### src/rtl/fsm_input_debouncer.sv
// Input conditioner for the command FSM: per-bit synchroniser chain followed by
// a disagreement-counter debouncer, with a registered change pulse.
module fsm_input_debouncer #(
   parameter int WIDTH           = 3,
   parameter int SYNC_STAGES     = 2,
   parameter int DEBOUNCE_CYCLES = 4
) (
   input  logic             clk,
   input  logic             rst,
   input  logic [WIDTH-1:0] raw_in,
   output logic [WIDTH-1:0] user_input,
   output logic             changed,
   output logic             stable
);

   localparam int CNT_W = $clog2(DEBOUNCE_CYCLES + 1);
   localparam logic [CNT_W-1:0] CNT_MAX = CNT_W'(DEBOUNCE_CYCLES - 1);

   logic [WIDTH-1:0] sync_chain [SYNC_STAGES];
   logic [WIDTH-1:0] sync;
   logic [CNT_W-1:0] cnt        [WIDTH];
   logic [CNT_W-1:0] cnt_nxt    [WIDTH];
   logic [WIDTH-1:0] ui_nxt;
   logic [WIDTH-1:0] commit;

   assign sync = sync_chain[SYNC_STAGES-1];

   // State register: synchroniser chain, counters, committed vector, pulse.
   always_ff @(posedge clk) begin
      if (rst) begin
         for (int s = 0; s < SYNC_STAGES; s++) sync_chain[s] <= '0;
         for (int i = 0; i < WIDTH; i++) cnt[i] <= '0;
         user_input <= '0;
         changed    <= 1'b0;
      end else begin
         sync_chain[0] <= raw_in;
         for (int s = 1; s < SYNC_STAGES; s++) sync_chain[s] <= sync_chain[s-1];
         for (int i = 0; i < WIDTH; i++) cnt[i] <= cnt_nxt[i];
         user_input <= ui_nxt;
         changed    <= |commit;
      end
   end

   // Next state: a bit commits once it has disagreed for DEBOUNCE_CYCLES edges.
   always_comb begin
      ui_nxt = user_input;
      commit = '0;
      for (int i = 0; i < WIDTH; i++) begin
         cnt_nxt[i] = '0;
         if (sync[i] != user_input[i]) begin
            if (cnt[i] == CNT_MAX) begin
               commit[i] = 1'b1;
               ui_nxt[i] = sync[i];
            end else begin
               cnt_nxt[i] = cnt[i] + CNT_W'(1);
            end
         end
      end
   end

   // Output: no pending disagreement on any bit.
   always_comb begin
      stable = (sync == user_input);
   end

endmodule
### config.mk
export PLATFORM = sky130hd
export DESIGN_NAME = fsm_input_debouncer
export DESIGN_NICKNAME = d
export VERILOG_FILES = /design/src/rtl/fsm_input_debouncer.sv
export SDC_FILE = /design/constraint.sdc
export NUM_CORES = 1
export LEC_CHECK = 0
export BUFFER_PORTS_ARGS = -buffer_cell sky130_fd_sc_hd__buf_4
export CORE_MARGIN = 2
export CORE_UTILIZATION = 40
export CTS_CLUSTER_DIAMETER = 200
export DETAILED_ROUTE_END_ITERATION = 8
export GPL_ROUTABILITY_DRIVEN = 0
export GPL_TIMING_DRIVEN = 0
export PLACE_DENSITY = 0.69
export SKIP_CTS_REPAIR_TIMING = 1
export SLEW_MARGIN = 20
export SYNTH_ARGS = -nofsm -noshare
export SYNTH_HDL_FRONTEND = slang
export SYNTH_SLANG_ARGS = --single-unit
### constraint.sdc
create_clock -name clk -period 1.4 [get_ports clk]
set_clock_uncertainty 0.15 [all_clocks]
set_input_delay 0.14 -clock clk [delete_from_list [all_inputs] [get_ports clk]]
set_output_delay 0.14 -clock clk [all_outputs]
set_load 0.05 [all_outputs]
==> summary.md <==
| Metric | Value |
|---|---|
| Hold path start | `cnt[0][6]$_SDFF_PP0_` |
| Area Overhead vs Synth | `41.5%` |
| Io pins | `10` |
| Num CTS Buffers | `3` |
| Max-cap viol count | `0` |
| DP HPWL | `674 µm` |
| Critical path class | `flop to primary output` |
| Reg clk slew, reported paths | `0.10 ns` |
| GR Overflow Total | `0` |
| Htree depth | `1` |
| DR vias | `462` |
| Core area | `1560 µm²` |
| Port Buf Inserts | `9` |
| Worst Hold End | `cnt[0][6]$_SDFF_PP0_` |
| # rows | `14` |
| Pre-CTS WS | `-0.0416 ns` |
| Gate power share | `8.0%` |
| Fill count | `132` |
| Storage cell area | `389 µm²` |
| Reg2reg start | `sync_chain[0][3]$_SDFF_PP0_` |
| Internal Power | `0.699 mW` |
| Worst Path Max Fanout | `3` |
| RSZ-0062 raised after global routing | `yes` |
| DRC Markers | `0` |
| Die ar. | `2050 µm²` |
| Syn_nets | `75` |
| Worst Hold Depth | `1` |
| Detail Route Antenna Nets | `0` |
| Slew margin rel. | `86.8%` |
| Vias in the first global route | `373` |
| All-Layer GR Usage | `10.5%` |
| Worst skew pair latency | `0.29 ns` |
| Worst Path Required | `1.11 ns` |
| Multi-input gate area | `362 µm²` |
| Seq/Total Area, Yosys | `55.9%` |
| TritonRoute pass-1 iters | `4` |
| Hold Fails Final Rpt | `0` |
| Cell Count, Final, Fillers Out | `100` |
| Crit path DAT | `1.22 ns` |
| CP endpoint kind | `primary output` |
| Cell area after synthesis | `681 µm²` |
| Synthesized flop and latch total | `19` |
| Clock Path Buffers | `2` |
| Setup ws final | `-0.107 ns` |
| Reg-to-reg slack, setup | `0.03 ns` |
| Sw frac | `21.6%` |
| Worst Reg-to-Reg Cells | `4` |
| Vias/cell | `4.62` |
| LEAKAGE | `0.376 nW` |
| Power per cell area | `926 nW/µm²` |
| Placed insts | `89` |
| FMAX | `0.664 GHz` |
| Worst IR drop on VDD | `0.768 mV` |
| Global-route wire length before repair | `1.44 mm` |
| Clock power frac | `29.5%` |
| Failing checks | `negative setup slack` |
| Final WL | `1.05 mm` |
| Final setup viols | `1` |
| Wire per inst | `10.5 µm` |
| Largest net degree at the start of global routing | `12` |
| Synth cell types | `13` |
| Final Max Slew Viols | `0` |
| Starting DRT DRC Count | `8` |
| Status | `finished with violations` |
| Slew @ Worst Pin | `0.196 ns` |
| Hold Path Class | `flop to flop` |
| Layout cells sized above 1 | `47.6%` |
| Mapped Avg Cell Area | `10.6 µm²` |
| Initial antenna violation count | `0` |
| Cells after synthesis | `64` |
| Die X | `45.3 µm` |
| Syn. warnings | `0` |
| Reg-to-reg endpoint | `cnt[0][2]$_SDFF_PP0_` |
| Setup crit start kind | `flop` |
| Part of the power in registers | `62.5%` |
| Fin nets | `96` |
| Initial Utilization | `43.7%` |
| Tcrit/Tclk final | `108%` |
| CTS tree | `yes` |
| Accumulated negative setup slack | `-0.107 ns` |
| Sw power | `0.193 mW` |
| Root Driver | `clkbuf_4` |
| Clk sinks | `19` |
| Min Tclk post-route | `1.51 ns` |
| Die Ht | `45.3 µm` |
| N_diodes | `0` |
worst max-delay path, cell delays in order, from the launching register on:
cell and delay, ns:
dfxtp_1 0.36, xnor2_2 0.22, and3_4 0.22, buf_8 0.14
cell type report:
class | instances | area share, %
Buffer | 1 | 0.519
Clock buffer | 3 | 2.34
Clock inverter | 1 | 0.519
Inverter | 6 | 2.34
Multi-Input combinational cell | 38 | 37.5
Sequential cell | 19 | 40.4
Tap cell | 16 | 2.08
Timing Repair Buffer | 16 | 14.3
logic make-up after synthesis:
kind of cell	Yosys count	share of synthesized area, %
simple gates	25	19.5
fa+ha+maj	6	11.0
compound gates	1	1.29
mux	3	4.41
xor+xnor	3	3.86
buf+inv	7	4.04
flops	19	55.9
layer usage:
layer / wire (µm) / vias up / track usage [%]
li1: - / 245 / -
met1: 478 / 208 / 11.5
met3: 31 / 2 / 4.80
met4: 20 / 0 / 7.06
met5: 0 / - / 0
met2: 524 / 7 / 16.3
synthesized netlist by cell type:
cell type | instances | area (µm²)
inv_1 | 6 | 22.5
nor2b_1 | 6 | 37.5
nor2_1 | 13 | 48.8
a211o_1 | 1 | 8.76
or3_1 | 2 | 12.5
dfxtp_1 | 19 | 380
or3_4 | 1 | 11.3
xnor2_1 | 3 | 26.3
buf_2 | 1 | 5.00
mux2i_1 | 3 | 30.0
nor3b_1 | 2 | 15.0
and3_2 | 1 | 7.51
ha_1 | 6 | 75.1
cells in the final DEF (no fill, tap or decap):
cell,instances
nor2_1,10
nor3b_1,2
and3_4,1
or3_4,3
dlygate4sd3_1,4
nor2_2,3
nor2b_1,6
xnor2_2,3
ha_2,3
a211o_1,1
ha_4,3
dfxtp_2,7
buf_8,1
inv_1,6
clkinv_2,1
clkbuf_4,3
mux2i_1,3
buf_4,11
buf_2,1
dfxtp_1,12
per-stage QoR:
step           hold slack (ns)  utilization (%)  instance area, µm²  power [mW]
4_1_cts                -0.0967             51.3                 800       0.877
5_1_grt                  0.268             61.8                 963       0.937
6_report                 0.252             61.8                 963       0.892
2_1_floorplan            0.118                -                 684       0.598
3_5_place_dp             0.208             49.5                 772       0.616
3_3_place_gp             0.203             49.5                 772       0.615
power by group through the flow:
stage	logic, mW	registers, mW	clock network [mW]
after floorplan	0.0309	0.567	0
after global placement	0.0477	0.567	0
after detailed placement	0.0484	0.568	0
after CTS	0.0486	0.555	0.274
after global routing	0.0782	0.559	0.299
final	0.0713	0.558	0.263
flip-flops by register name, summed over array words and instances (netlist names):
signal      cells
changed         1
cnt             9
sync_chain      6
user_input      3
worst max path at each step:
| stage | start | depth (start not counted) | end |
|---|---|---|---|
| final | sync_chain[0][3]$_SDFF_PP0_ | 3 | stable |
| after global routing | sync_chain[0][3]$_SDFF_PP0_ | 3 | stable |
| after CTS | user_input[0]$_SDFFE_PP0P_ | 3 | stable |
| after detailed placement | cnt[0][3]$_SDFF_PP0_ | 4 | cnt[0][3]$_SDFF_PP0_ |
| after global placement | cnt[0][3]$_SDFF_PP0_ | 4 | cnt[0][3]$_SDFF_PP0_ |
| after floorplan | cnt[0][3]$_SDFF_PP0_ | 4 | cnt[0][3]$_SDFF_PP0_ |
Note: power is estimated with default switching activity, not from simulation.
